**src/rtl/tero_group_sequencer.sv**
```systemverilog
// TERO group evaluation sequencer: walks PAR_CH-wide loop groups and averages 2**rep_log2 windows.
// Optional per-channel dead-loop flags (resp_dead) when TERO_GRP_DEAD_LOOP_EN is defined.
module tero_group_sequencer #(
  parameter int unsigned NUM_LOOPS      = 8,
  parameter int unsigned PAR_CH         = 2,
  parameter int unsigned CNT_BITS       = 16,
  parameter int unsigned REP_MAX_LOG2   = 12,
  parameter int unsigned EVAL_BITS      = 16,
  parameter int unsigned CHALLENGE_BITS = 4,
  localparam int unsigned NGRP          = NUM_LOOPS / PAR_CH,
  localparam int unsigned GRP_W         = $clog2(NGRP) + 1,
  localparam int unsigned REP_W         = $clog2(REP_MAX_LOG2 + 1)
) (
  input  logic                         clk,
  input  logic                         reset,
  input  logic                         start,
  input  logic                         abort,
  input  logic [CHALLENGE_BITS-1:0]    challenge,
  input  logic [REP_W-1:0]             rep_log2,
  input  logic [EVAL_BITS-1:0]         eval_cycles,
  input  logic [PAR_CH*CNT_BITS-1:0]   osc_cnt,
  output logic                         reset_puf,
  output logic                         enable_puf,
  output logic [GRP_W-1:0]             select_grp,
  output logic                         busy,
  output logic                         done,
  output logic                         resp_valid,
  input  logic                         resp_ready,
  output logic [GRP_W-1:0]             resp_grp,
  output logic [PAR_CH*CNT_BITS-1:0]   resp_data
`ifdef TERO_GRP_DEAD_LOOP_EN
  ,
  output logic [PAR_CH-1:0]            resp_dead
`endif
);

  localparam int unsigned ACC_W = CNT_BITS + REP_MAX_LOG2;
  localparam int unsigned RC_W  = REP_MAX_LOG2 + 1;

  typedef enum logic [2:0] {StIdle, StInit, StEval, StSample, StOut, StNext, StDone} state_e;

  state_e               state_q, state_d;
  logic [REP_W-1:0]     rep_log2_q;
  logic [EVAL_BITS-1:0] eval_q, ev_cnt_q;
  logic [RC_W-1:0]      rep_cnt_q;
  logic [GRP_W-1:0]     grp_q, k_q;
  logic [ACC_W-1:0]     acc_q [PAR_CH];
  logic [ACC_W-1:0]     avg [PAR_CH];
  logic                 abort_q;
`ifdef TERO_GRP_DEAD_LOOP_EN
  logic [PAR_CH-1:0]    dead_q;
`endif

  logic             run_abort, ev_last, rep_last, k_last;
  logic [31:0]      chal_ext;
  logic [GRP_W-1:0] grp_start, grp_inc;

  assign run_abort = abort && (state_q != StIdle) && (state_q != StDone);
  assign ev_last   = (ev_cnt_q == eval_q - 1'b1);
  assign rep_last  = ((rep_cnt_q + 1'b1) == (RC_W'(1) << rep_log2_q));
  assign k_last    = ((k_q + 1'b1) == GRP_W'(NGRP));
  assign chal_ext  = 32'(challenge);
  assign grp_start = GRP_W'(chal_ext % NGRP);
  assign grp_inc   = (grp_q == GRP_W'(NGRP - 1)) ? '0 : grp_q + 1'b1;

  always_ff @(posedge clk) begin
    if (reset) state_q <= StIdle;
    else       state_q <= state_d;
  end

  always_comb begin
    state_d = state_q;
    case (state_q)
      StIdle:   if (start) state_d = StInit;
      StInit:   state_d = StEval;
      StEval:   if (ev_last) state_d = StSample;
      StSample: state_d = rep_last ? StOut : StInit;
      StOut:    if (resp_ready) state_d = StNext;
      StNext:   state_d = k_last ? StDone : StInit;
      StDone:   if (!start) state_d = StIdle;
      default:  state_d = StIdle;
    endcase
    // Abort overrides everything, including a same-cycle response transfer.
    if (run_abort) state_d = StIdle;
  end

  always_ff @(posedge clk) begin
    if (reset) begin
      rep_log2_q <= '0;
      eval_q     <= '0;
      ev_cnt_q   <= '0;
      rep_cnt_q  <= '0;
      grp_q      <= '0;
      k_q        <= '0;
      abort_q    <= 1'b0;
      for (int c = 0; c < PAR_CH; c++) acc_q[c] <= '0;
`ifdef TERO_GRP_DEAD_LOOP_EN
      dead_q     <= '0;
`endif
    end else begin
      abort_q <= run_abort;
      case (state_q)
        StIdle: if (start) begin
          rep_log2_q <= (rep_log2 > REP_W'(REP_MAX_LOG2)) ? REP_W'(REP_MAX_LOG2) : rep_log2;
          eval_q     <= (eval_cycles == '0) ? EVAL_BITS'(1) : eval_cycles;
          grp_q      <= grp_start;
          k_q        <= '0;
          rep_cnt_q  <= '0;
          for (int c = 0; c < PAR_CH; c++) acc_q[c] <= '0;
`ifdef TERO_GRP_DEAD_LOOP_EN
          dead_q     <= '0;
`endif
        end
        StInit: ev_cnt_q <= '0;
        StEval: ev_cnt_q <= ev_cnt_q + 1'b1;
        StSample: begin
          rep_cnt_q <= rep_cnt_q + 1'b1;
          for (int c = 0; c < PAR_CH; c++) begin
            acc_q[c] <= acc_q[c] + ACC_W'(osc_cnt[c*CNT_BITS +: CNT_BITS]);
`ifdef TERO_GRP_DEAD_LOOP_EN
            if (osc_cnt[c*CNT_BITS +: CNT_BITS] == '0) dead_q[c] <= 1'b1;
`endif
          end
        end
        StNext: begin
          k_q <= k_q + 1'b1;
          if (!k_last) begin
            grp_q     <= grp_inc;
            rep_cnt_q <= '0;
            for (int c = 0; c < PAR_CH; c++) acc_q[c] <= '0;
`ifdef TERO_GRP_DEAD_LOOP_EN
            dead_q    <= '0;
`endif
          end
        end
        default: ;
      endcase
    end
  end

  always_comb begin
    reset_puf  = reset || (state_q == StInit) || abort_q;
    enable_puf = (state_q == StEval);
    busy       = (state_q != StIdle);
    done       = (state_q == StDone);
    resp_valid = (state_q == StOut);
    select_grp = grp_q;
    resp_grp   = grp_q;
    resp_data  = '0;
    for (int c = 0; c < PAR_CH; c++) begin
      avg[c] = acc_q[c] >> rep_log2_q;
      resp_data[c*CNT_BITS +: CNT_BITS] = (|avg[c][ACC_W-1:CNT_BITS]) ? {CNT_BITS{1'b1}}
                                                                       : avg[c][CNT_BITS-1:0];
    end
  end

`ifdef TERO_GRP_DEAD_LOOP_EN
  assign resp_dead = dead_q;
`endif

endmodule

```
**config.mk**
```make
export PLATFORM = sky130hd
export DESIGN_NAME = tero_group_sequencer
export DESIGN_NICKNAME = d
export VERILOG_FILES = /design/src/rtl/tero_group_sequencer.sv
export SDC_FILE = /design/constraint.sdc
export NUM_CORES = 1
export LEC_CHECK = 0
export ABC_AREA = 0
export BUFFER_PORTS_ARGS = -buffer_cell sky130_fd_sc_hd__buf_4
export CAP_MARGIN = 40
export CORE_MARGIN = 2
export CORE_UTILIZATION = 55
export CTS_BUF_LIST = sky130_fd_sc_hd__clkbuf_16
export DETAILED_ROUTE_END_ITERATION = 16
export PLACE_DENSITY = 0.76
export REMOVE_ABC_BUFFERS = 1
export SYNTH_ARGS = -nofsm -noshare
export SYNTH_HDL_FRONTEND = slang
export SYNTH_SLANG_ARGS = --single-unit
```
**constraint.sdc**
```tcl
create_clock -name clk -period 3.9 [get_ports clk]
set_input_delay 0.78 -clock clk [delete_from_list [all_inputs] [get_ports clk]]
set_output_delay 0.78 -clock clk [all_outputs]
set_load 0.02 [all_outputs]
```
==> impl_results.rst, run 1 <==
.. list-table::
   :header-rows: 1

   * - Metric
     - Value
   * - Drt pass-1 iters
     - 5
   * - Post-layout instance area
     - 11,400 um2
   * - Pwr dens
     - 414 nW/um2
   * - Sequential share of the synthesized area
     - 28.8%
   * - Final non-filler cell total
     - 1,541
   * - Setup repair after global routing missed its margin
     - false
   * - Leading cell types by total area after synthesis
     - edfxtp_1 (17%), dfxtp_1 (12%), nand2_1 (6.3%)
   * - Beginning of the worst register-to-register path
     - acc_q[0][7]
   * - Slew of the pin with the lowest slew margin
     - 0.848 ns
   * - Signal arrival time at the worst endpoint
     - 2.96 ns
   * - Sinks on Clock Net
     - 115
   * - Average via count per standard cell
     - 6.10
   * - CP Launch Type
     - flop
   * - Bufs on Longest Clock Path
     - 2
   * - Proportion of netlist area held by the largest area contributor
     - 16.9%
   * - Status
     - completed
   * - Asr flop ratio synth
     - 0%
   * - Antenna violations before repair
     - 0
   * - Maximum fanout count along the critical path
     - 16
   * - Crit path time final
     - 3.74 ns
   * - Slew headroom
     - 43.3%
   * - Minimum setup slack among reg-to-reg paths
     - 0.89 ns
   * - Reported max-cap violation count
     - 0
   * - Maximum clock rate
     - 0.267 GHz
   * - Final GP Congestion
     - 0.868
   * - Final setup viols
     - 0
   * - Total via count in the routed design
     - 9,402
   * - Clock tree from TritonCTS
     - built
   * - Predominant post-synthesis flop cell
     - dfxtp_1
   * - Worst-skew pair later-pin latency
     - 0.43 ns
   * - Final worst-path cycle share
     - 96.0%
   * - Total global routing overflow
     - 0
   * - Summed negative setup slack over all endpoints
     - 0 ns
   * - EDFF count, synth
     - 56
   * - Required time of the worst setup path
     - 3.12 ns
   * - Area of the mapped netlist
     - 9930 um2
   * - Worst clock skew
     - 0.00833 ns
   * - Commonest cells in the netlist
     - nand2_1 (167), nor2_1 (146), o21ai_0 (83)
   * - Hold Violations, Final
     - 0
   * - Path type of the worst setup path
     - reg2out
   * - Endpoint with the worst hold slack
     - k_q[1]
   * - Hold/Removal Path Class
     - reg2reg
   * - Total placed cells including tap cells
     - 1,507
   * - Top cell type by total area after synthesis
     - edfxtp_1
   * - Share of final-layout standard cells stronger than drive strength 1
     - 16.7%
   * - Port buffer count
     - 101
   * - Area post-placement
     - 10,800 um2
   * - Routed met3 length
     - 1.48 mm
   * - I/O pin cnt
     - 104
   * - Average footprint of a synthesized cell
     - 8.04 um2
   * - Pin count of the biggest net entering global routing
     - 67
   * - H-tree depth
     - 4
   * - Cell count after synthesis
     - 1,235
   * - Most used standard cell by instance count after synthesis
     - nand2_1
   * - Max-slew violation count
     - 0
   * - Number of nets in the final layout
     - 1,400
   * - First-pass GRT wire length
     - 40.8 mm
   * - Drt first-iter violations
     - 761
   * - Number of library cell types mapped by synthesis
     - 84
   * - Number of synthesis warnings
     - 0
   * - Post-route met1 wirelength
     - 11.2 mm
   * - RR Endpoint
     - acc_q[0][25]
   * - Instance count along the most critical hold path
     - 2
   * - Number of inserted diodes
     - 0
   * - DRC violations left
     - 0
   * - Worst Min Path Start
     - k_q[1]
   * - Syn-to-layout area delta
     - 15.1%
   * - Clock-pin transition on the worst setup and hold timing paths
     - 0.06 ns
   * - Chip width
     - 138 um
   * - Vertical extent of the die
     - 138 um
   * - Core area
     - 17,800 um2
   * - Crit. End Element
     - output pin
   * - Remaining number of nets flagged by the antenna check after routing
     - 0
   * - Clock root buffer
     - clkbuf_16
   * - Detail Route met2 WL
     - 11.7 mm
   * - Worst R2R Path Depth
     - 10
   * - Initial standard-cell utilization of the core
     - 55.7%
   * - DPL Wire Length
     - 17.7 mm
   * - Number of cell rows
     - 49
   * - TritonCTS Buffers
     - 17
   * - Peak supply drop
     - 0.368 mV
   * - Via count of the first global-routing pass
     - 8,628
   * - All-Layer GR Usage
     - 25.6%
   * - Die area
     - 19,200 um2
   * - Routed wire length
     - 25.0 mm
   * - Uppermost routed layer
     - met4
   * - Flip-flop and latch count after synthesis
     - 115
   * - Routed wirelength normalized by instance count
     - 16.2 um
   * - Leakage power summed over all cells
     - 4.54 nW
-- layout by cell type (no fill, tap or decap), types with 10 or more instances in the layout --
cell | netlist | final
clkbuf_16 | 0 | 20
nor2_1 | 146 | 146
a21o_1 | 12 | 12
buf_4 | 3 | 121
nand3_1 | 57 | 57
and3_1 | 24 | 24
a21oi_1 | 79 | 79
mux2i_1 | 39 | 38
xnor2_1 | 31 | 31
mux4_2 | 22 | 22
mux2_2 | 21 | 21
nand2_1 | 167 | 167
inv_1 | 30 | 33
nand4_1 | 11 | 11
nor3_1 | 34 | 34
o21ai_0 | 83 | 83
a211oi_1 | 12 | 12
nor2b_1 | 17 | 17
ha_1 | 38 | 38
dfxtp_1 | 59 | 56
a31oi_1 | 10 | 10
xor2_1 | 35 | 35
edfxtp_1 | 56 | 56
o211ai_1 | 10 | 10
-- worst max-delay path: stages (launching register included) --
cell       delay [ns]
edfxtp_1         0.54
mux4_2           0.54
a21oi_1          0.25
nand4_1          0.16
nor3_1           0.29
a2bb2oi_1        0.21
buf_4            0.23
nand2_1          0.13
buf_4            0.18
-- cell families (layout without fill, tap and decap cells) --
logic type | Yosys count | after routing | share of synthesized area, %
xor+xnor | 66 | 66 | 5.82
buf+inv | 114 | 191 | 5.04
compound gates | 282 | 282 | 17.9
mux | 82 | 82 | 11.3
fa+ha+maj | 40 | 40 | 5.19
simple gates | 536 | 536 | 25.9
flops | 115 | 115 | 28.8
-- metal layers --
metal	GRT usage [%]	vias to the layer above
li1	-	4630
met5	0	-
met4	9.72	0
met1	34.6	4427
met3	4.57	48
met2	41.1	297
-- area by class of cell --
type	instances	area, um2
sequential	115	2870
tap	229	287
clock buffer	20	500
inverter	31	116
timing repair buffer	128	1020
fill	1562	6410
multi-input combinational	1006	6580
clock inverter	12	60.1
-- power breakdown --
part	switching (W)	internal, W	leakage (nW)
clock network	0.000580	0.000908	0.295
logic	0.000961	0.000727	3.15
registers	0.000163	0.00139	1.09
total	0.00170	0.00303	4.54
-- through the flow --
step                      worst slack (ns)  utilization [%]  total power, W  hold WS [ns]
after global placement               0.155             60.6         0.00319         0.459
after global routing                0.0408             64.1         0.00499         0.507
after CTS                           0.0760             64.0         0.00473         0.481
final                                0.158             64.1         0.00473         0.476
after detailed placement             0.377             60.7         0.00323         0.474
after floorplan                      -1.17                -         0.00272         0.445
-- registers in the layout, summed over array words and instances, names as in the netlist --
name	count
abort_q	1
acc_q	56
ev_cnt_q	16
eval_q	16
k_q	3
rep_cnt_q	13
rep_log2_q	4
resp_grp	3
state_q	3
-- how the worst max path moves through the flow --
stage	start	to	slack [ns]	cells past startpoint
6_report	acc_q[0][16]	resp_data[11]	0.16	8
2_1_floorplan	rep_log2_q[0]	resp_data[0]	-1.17	8
5_1_grt	rep_log2_q[1]	resp_data[11]	0.04	10
3_3_place_gp	osc_cnt[6]	acc_q[0][19]	0.15	11
4_1_cts	rep_log2_q[1]	resp_data[11]	0.08	10
3_5_place_dp	rep_log2_q[1]	resp_data[19]	0.38	9
-- what timing repair did --
action / CTS / global route
hold buffers: 0 / 0
buffers inserted: 1 / 1
gates resized for setup: 1 / 1
setup endpoints to repair: 29 / 16
Note: power is estimated with default switching activity, not from simulation.
==> run 2: changes to the inputs <==
- ABC_AREA: 0 -> 1
- CORE_ASPECT_RATIO: default -> 1.4
==> run 2 against run 1 <==
Against the previous run: sequential cell count did not move; critical path depth up 4; area after synthesis shrank 0.11%; hold slack lost 0.0060 ns; fmax rose by 0.42%; die area hardly changed; cell count grew 22%; clock power is essentially flat; critical endpoint is now resp_data[16].
==> impl_results.rst, run 2 <==
.. list-table::
   :header-rows: 1

   * - Metric
     - Value
   * - Most used standard cell by instance count after synthesis
     - nand2_1 (unchanged)
   * - Sequential share of the synthesized area
     - 28.9% (was 28.8%)
   * - I/O pin cnt
     - 104 (unchanged)
   * - Max-slew violation count
     - 0 (unchanged)
   * - Clock-pin transition on the worst setup and hold timing paths
     - 0.06 ns (about the same)
   * - Die area
     - 19,100 um2 (was 19,200 um2)
   * - Crit. End Element
     - output pin (unchanged)
   * - Proportion of netlist area held by the largest area contributor
     - 16.9% (about the same)
   * - Asr flop ratio synth
     - 0% (unchanged)
   * - DPL Wire Length
     - 21.8 mm (was 17.7 mm)
   * - Predominant post-synthesis flop cell
     - dfxtp_1 (unchanged)
   * - Register area
     - 2870 um2 (about the same)
   * - Worst-skew pair later-pin latency
     - 0.43 ns (about the same)
   * - Path type of the worst setup path
     - reg2out (unchanged)
   * - Slew of the pin with the lowest slew margin
     - 0.839 ns (was 0.848 ns)
   * - Clock tree from TritonCTS
     - built (unchanged)
   * - Power after layout
     - 0.00524 W (was 0.00473 W)
   * - Final worst-path cycle share
     - 95.6% (was 96.0%)
   * - Number of nets in the final layout
     - 1,735 (was 1,400)
   * - Number of flip-flops under the largest register name
     - 56 (unchanged)
   * - Top cell type by total area after synthesis
     - edfxtp_1 (unchanged)
   * - Final GP Congestion
     - 0.988 (was 0.868)
   * - Reported max-cap violation count
     - 0 (unchanged)
   * - Hold Violations, Final
     - 0 (unchanged)
   * - Area of the mapped netlist
     - 9920 um2 (was 9930 um2)
   * - Port buffer count
     - 101 (unchanged)
   * - Status
     - completed (unchanged)
   * - Drt pass-1 iters
     - 6 (was 5)
   * - Register with the most flip-flops
     - acc_q (unchanged)
   * - Final setup viols
     - 0 (unchanged)
   * - Signal arrival time at the worst endpoint
     - 2.95 ns (was 2.96 ns)
   * - Summed negative setup slack over all endpoints
     - 0 ns (unchanged)
   * - Number of cell rows
     - 58 (was 49)
   * - Hold/Removal Path Class
     - reg2reg (unchanged)
   * - Average via count per standard cell
     - 5.69 (was 6.10)
   * - Maximum fanout count along the critical path
     - 15 (was 16)
   * - Cell count after synthesis
     - 1,546 (was 1,235)
   * - Minimum setup slack among reg-to-reg paths
     - 1.14 ns (was 0.89 ns)
   * - Hold_buf cts
     - 0 (unchanged)
   * - Total placed cells including tap cells
     - 1,851 (was 1,507)
   * - Maximum clock rate
     - 0.268 GHz (was 0.267 GHz)
   * - Chip width
     - 118 um (was 138 um)
   * - Leading cell types in the layout, fill and taps excluded
     - nand2_1 (443), inv_1 (149), nor2_1 (141) (was nand2_1 (167), nor2_1 (146), buf_4 (121))
   * - Antenna violations before repair
     - 0 (unchanged)
   * - Final-layout fill cell count
     - 1,731 (was 1,562)
   * - Registers with the highest flip-flop counts
     - acc_q (56), ev_cnt_q (16), eval_q (16) (unchanged)
   * - Required time of the worst setup path
     - 3.12 ns (about the same)
   * - H-tree depth
     - 4 (unchanged)
   * - Commonest cells in the netlist
     - nand2_1 (444), inv_1 (146), nor2_1 (141) (was nand2_1 (167), nor2_1 (146), o21ai_0 (83))
   * - All-Layer GR Usage
     - 30.7% (was 25.6%)
   * - Vertical extent of the die
     - 163 um (was 138 um)
   * - Slew headroom
     - 43.8% (was 43.3%)
   * - Remaining number of nets flagged by the antenna check after routing
     - 0 (unchanged)
   * - Number of inserted diodes
     - 0 (unchanged)
   * - Syn-to-layout area delta
     - 15.9% (was 15.1%)
   * - Total via count in the routed design
     - 10,700 (was 9,402)
   * - Total global routing overflow
     - 0 (unchanged)
   * - Leading cell types by total area after synthesis
     - edfxtp_1 (17%), nand2_1 (17%), dfxtp_1 (12%) (was edfxtp_1 (17%), dfxtp_1 (12%), nand2_1 (6.3%))
   * - Drt first-iter violations
     - 982 (was 761)
   * - Via count of the first global-routing pass
     - 10,300 (was 8,628)
   * - Area of the multi-input gates
     - 6180 um2 (was 6580 um2)
   * - Flip-flop and latch count after synthesis
     - 115 (unchanged)
   * - Average footprint of a synthesized cell
     - 6.42 um2 (was 8.04 um2)
   * - Worst clock skew
     - 0.0103 ns (was 0.00833 ns)
   * - Number of synthesis warnings
     - 0 (unchanged)
   * - DRC violations left
     - 0 (unchanged)
   * - Instance count along the most critical hold path
     - 2 (unchanged)
   * - Crit path time final
     - 3.73 ns (was 3.74 ns)
   * - CP Launch Type
     - flop (unchanged)
   * - Initial standard-cell utilization of the core
     - 55.6% (was 55.7%)
   * - Leakage power summed over all cells
     - 4.91 nW (was 4.54 nW)
   * - Bufs on Longest Clock Path
     - 2 (unchanged)
   * - Routed wirelength normalized by instance count
     - 15.4 um (was 16.2 um)
   * - Sinks on Clock Net
     - 115 (unchanged)
   * - Final-layout worst hold slack
     - 0.470 ns (was 0.476 ns)
   * - Setup repair after global routing missed its margin
     - false (unchanged)
   * - Worst R2R Path Depth
     - 14 (was 10)
   * - Number of library cell types mapped by synthesis
     - 54 (was 84)
   * - Core area
     - 17,900 um2 (was 17,800 um2)
   * - First-pass GRT wire length
     - 47.5 mm (was 40.8 mm)
   * - Routed wire length
     - 29.1 mm (was 25.0 mm)
   * - Pin count of the biggest net entering global routing
     - 41 (was 67)
   * - Pwr dens
     - 456 nW/um2 (was 414 nW/um2)
   * - Most common cell after layout, fill and taps aside
     - nand2_1 (unchanged)
   * - TritonCTS Buffers
     - 17 (unchanged)
   * - Final non-filler cell total
     - 1,887 (was 1,541)
   * - Share of final-layout standard cells stronger than drive strength 1
     - 12.2% (was 16.7%)
   * - Peak supply drop
     - 0.302 mV (was 0.368 mV)
   * - EDFF count, synth
     - 56 (unchanged)
   * - Clock root buffer
     - clkbuf_16 (unchanged)
[run 2: worst max-delay path, stage by stage (launching register included)]
cell and delay (ns):
dfxtp_4 0.44, clkinvlp_4 0.25, buf_4 0.22, buf_4 0.13
nand2_1 0.04, and2_1 0.14, o21ai_1 0.09, o21ai_1 0.22
nand4_1 0.20, o21ai_4 0.22, buf_12 0.16, nand4_1 0.18
buf_4 0.23
[run 2: logic make-up after synthesis]
logic type	after synthesis	share of synthesized area [%]
AOI/OAI and AO/OA	376	21.0
adders and majority gates	40	5.20
muxes	9	0.908
buffers and inverters	214	9.09
and+or+nand+nor	766	32.6
DFF	115	28.9
xor gates and xnor gates	26	2.30
[run 2: routing by layer]
metal / up-vias / track usage [%] / share of wire [%]
met5: - / 0 / 0
met3: 92 / 4.73 / 4.5
met4: 0 / 16.2 / 4.7
met1: 4877 / 34.2 / 40
met2: 353 / 56.5 / 51
li1: 5411 / - / -
[run 2: power breakdown]
group	total (W)	internal, W	switching (W)	leakage [nW]
combinational	0.00216	0.000731	0.00143	3.52
sequential	0.00157	0.00142	0.000156	1.09
clock	0.00151	0.000910	0.000603	0.298
total	0.00524	0.00306	0.00219	4.91
[run 2: layout make-up]
type	instances	area share [%]
inverter	154	5.06
tap	240	2.61
multi-input combinational	1217	53.7
timing repair buffer	129	8.78
sequential	115	24.9
clock buffer	20	4.35
clock inverter	12	0.533
[run 2: through the flow]
| stage | util, % | area [um2] | setup WS [ns] |
|---|---|---|---|
| floorplan | - | 9600 | -0.730 |
| detailed placement | 60.9 | 10900 | 0.522 |
| finish | 64.4 | 11500 | 0.173 |
| global placement | 60.8 | 10900 | 0.579 |
| global route | 64.4 | 11500 | 0.00930 |
| CTS | 64.0 | 11400 | 0.00478 |
[run 2: repair_timing]
| item | in CTS | in global routing |
|---|---|---|
| setup buffers | 0 | 4 |
| resized for setup | 0 | 7 |
| endpoints found under the setup margin | 0 | 26 |
| hold endpoints to repair | 0 | 0 |
[run 2: worst paths after layout]
check                     start       endpoint
setup / recovery  rep_log2_q[0]  resp_data[16]
hold reg to reg          k_q[2]         k_q[2]
hold / removal           k_q[2]         k_q[2]
setup reg to reg    acc_q[0][0]   acc_q[0][24]
==> run 3: changes to the inputs <==
- PLACE_DENSITY: 0.76 -> 0.75
==> run 3 against run 2 <==
Against the previous run: first-iteration DRC count fell by 22%; critical path type unchanged; critical path depth fell by 4; sequential power is essentially flat; largest cell class unchanged; wire length down 3.2%.
==> impl_results.rst, run 3 (synthesized netlist as in run 2, its figures left out) <==
.. list-table::
   :header-rows: 1

   * - Metric
     - Value
   * - Status
     - completed (unchanged)
   * - Worst clock skew
     - 0.00925 ns (was 0.0103 ns)
   * - Signal arrival time at the worst endpoint
     - 2.92 ns (was 2.95 ns)
   * - Chip width
     - 118 um (unchanged)
   * - Initial standard-cell utilization of the core
     - 55.6% (unchanged)
   * - Power after layout
     - 0.00518 W (was 0.00524 W)
   * - Number of inserted diodes
     - 0 (unchanged)
   * - Final core utilization
     - 63.9% (was 64.4%)
   * - Post-CTS setup buffers
     - 0 (unchanged)
   * - Number of cell rows
     - 58 (unchanged)
   * - Max-slew violation count
     - 0 (unchanged)
   * - Area of the multi-input gates
     - 6170 um2 (was 6180 um2)
   * - Antenna violations before repair
     - 0 (unchanged)
   * - Register area
     - 2870 um2 (about the same)
   * - Clock tree from TritonCTS
     - built (unchanged)
   * - Clock-pin transition on the worst setup and hold timing paths
     - 0.06 ns (about the same)
   * - Routed wire length
     - 28.1 mm (was 29.1 mm)
   * - Maximum fanout count along the critical path
     - 34 (was 15)
   * - Crit. End Element
     - output pin (unchanged)
   * - Path type of the worst setup path
     - reg2out (unchanged)
   * - Syn-to-layout area delta
     - 15.0% (was 15.9%)
   * - Pwr dens
     - 454 nW/um2 (was 456 nW/um2)
   * - Post-layout instance area
     - 11,400 um2 (was 11,500 um2)
   * - Instance count along the most critical hold path
     - 2 (unchanged)
   * - Average via count per standard cell
     - 5.60 (was 5.69)
   * - Number of flip-flops under the largest register name
     - 56 (unchanged)
   * - Total global routing overflow
     - 0 (unchanged)
   * - Worst R2R Path Depth
     - 14 (unchanged)
   * - Die area
     - 19,100 um2 (unchanged)
   * - Number of nets in the final layout
     - 1,731 (was 1,735)
   * - Vertical extent of the die
     - 163 um (unchanged)
   * - All-Layer GR Usage
     - 29.7% (was 30.7%)
   * - Share of final-layout standard cells stronger than drive strength 1
     - 11.7% (was 12.2%)
   * - Pin count of the biggest net entering global routing
     - 57 (was 41)
   * - Leading cell types in the layout, fill and taps excluded
     - nand2_1 (444), inv_1 (149), nor2_1 (141) (was nand2_1 (443), inv_1 (149), nor2_1 (141))
   * - Total via count in the routed design
     - 10,500 (was 10,700)
   * - DRC violations left
     - 0 (unchanged)
   * - Final GP Congestion
     - 0.962 (was 0.988)
   * - Most common cell after layout, fill and taps aside
     - nand2_1 (unchanged)
   * - Registers with the highest flip-flop counts
     - acc_q (56), ev_cnt_q (16), eval_q (16) (unchanged)
   * - I/O pin cnt
     - 104 (unchanged)
   * - Worst-skew pair later-pin latency
     - 0.43 ns (about the same)
   * - Minimum setup slack after placement
     - 0.568 ns (was 0.522 ns)
   * - First-pass GRT wire length
     - 46.8 mm (was 47.5 mm)
   * - Hold_buf cts
     - 0 (unchanged)
   * - TritonCTS Buffers
     - 17 (unchanged)
   * - Leakage power summed over all cells
     - 4.87 nW (was 4.91 nW)
   * - Drt pass-1 iters
     - 6 (unchanged)
   * - Peak supply drop
     - 0.278 mV (was 0.302 mV)
   * - Routed wirelength normalized by instance count
     - 14.9 um (was 15.4 um)
   * - CP Launch Type
     - flop (unchanged)
   * - Hold/Removal Path Class
     - reg2reg (unchanged)
   * - Via count of the first global-routing pass
     - 10,200 (was 10,300)
   * - Total of cells resized after clock tree synthesis
     - 0 (unchanged)
   * - Sinks on Clock Net
     - 115 (unchanged)
   * - Port buffer count
     - 101 (unchanged)
   * - Maximum clock rate
     - 0.270 GHz (was 0.268 GHz)
   * - Register with the most flip-flops
     - acc_q (unchanged)
   * - Crit path time final
     - 3.70 ns (was 3.73 ns)
   * - Slew headroom
     - 46.2% (was 43.8%)
   * - Clock root buffer
     - clkbuf_16 (unchanged)
   * - Final setup viols
     - 0 (unchanged)
   * - Drt first-iter violations
     - 765 (was 982)
   * - Area post-placement
     - 10,800 um2 (was 10,900 um2)
   * - Core area
     - 17,900 um2 (unchanged)
   * - Min setup slack post-route
     - 0.197 ns (was 0.173 ns)
   * - Slew of the pin with the lowest slew margin
     - 0.807 ns (was 0.839 ns)
   * - Final worst-path cycle share
     - 95.0% (was 95.6%)
   * - Bufs on Longest Clock Path
     - 2 (unchanged)
   * - Reported max-cap violation count
     - 0 (unchanged)
   * - Final-layout fill cell count
     - 1,726 (was 1,731)
   * - H-tree depth
     - 4 (unchanged)
   * - Required time of the worst setup path
     - 3.12 ns (about the same)
   * - Hold Violations, Final
     - 0 (unchanged)
   * - DPL Wire Length
     - 21.0 mm (was 21.8 mm)
   * - Remaining number of nets flagged by the antenna check after routing
     - 0 (unchanged)
   * - Setup repair after global routing missed its margin
     - false (unchanged)
run 3: changes by cell type in the layout (fill, tap and decap cells not counted), sizes merged:
cell	previous run	this run
clkinv	8	9
clkinvlp	1	0
buf	129	125
run 3: metrics by stage:
stage               setup TNS, ns  std cells  hold WS, ns
global route                    0       1883        0.477
global placement                0       1850        0.450
finish                          0       1883        0.460
CTS                             0       1883        0.466
floorplan                  -18.68       1486        0.433
detailed placement              0       1851        0.452
run 3: layer usage:
| layer | part of all wire [%] | vias up | GRT usage [%] |
|---|---|---|---|
| li1 | - | 5400 | - |
| met1 | 42 | 4733 | 33.9 |
| met2 | 49 | 325 | 53.5 |
| met3 | 4.8 | 90 | 5.08 |
| met4 | 4.5 | 0 | 15.3 |
| met5 | 0 | - | 0 |
run 3: power by group:
group	leakage [nW]	switching [W]	total, W	internal, W
combinational	3.49	0.00141	0.00211	0.000701
sequential	1.09	0.000140	0.00156	0.00142
clock	0.289	0.000601	0.00151	0.000909
run 3: area by class of cell:
class | instances | share of cell area (%)
multi-input combinational | 1217 | 54.0
timing repair buffer | 125 | 8.26
sequential | 115 | 25.1
clock inverter | 12 | 0.526
inverter | 154 | 5.07
clock buffer | 20 | 4.39
tap | 240 | 2.63
run 3: path summary, 6_finish.rpt:
path / start / to / slack (ns)
setup reg to reg: acc_q[0][0] / acc_q[0][24] / 1.07
setup / recovery: rep_log2_q[1] / resp_data[26] / 0.20
hold reg to reg: k_q[2] / k_q[2] / 0.46
hold / removal: k_q[2] / k_q[2] / 0.46
run 3: worst max-delay path, cell delays in order, from the launching register on:
cell and delay [ns]:
dfxtp_2 0.33, buf_4 0.23, buf_4 0.37, o22ai_1 0.18, o21ai_0 0.30, nand4_1 0.22
o21ai_4 0.40, o2111ai_1 0.25, buf_4 0.22
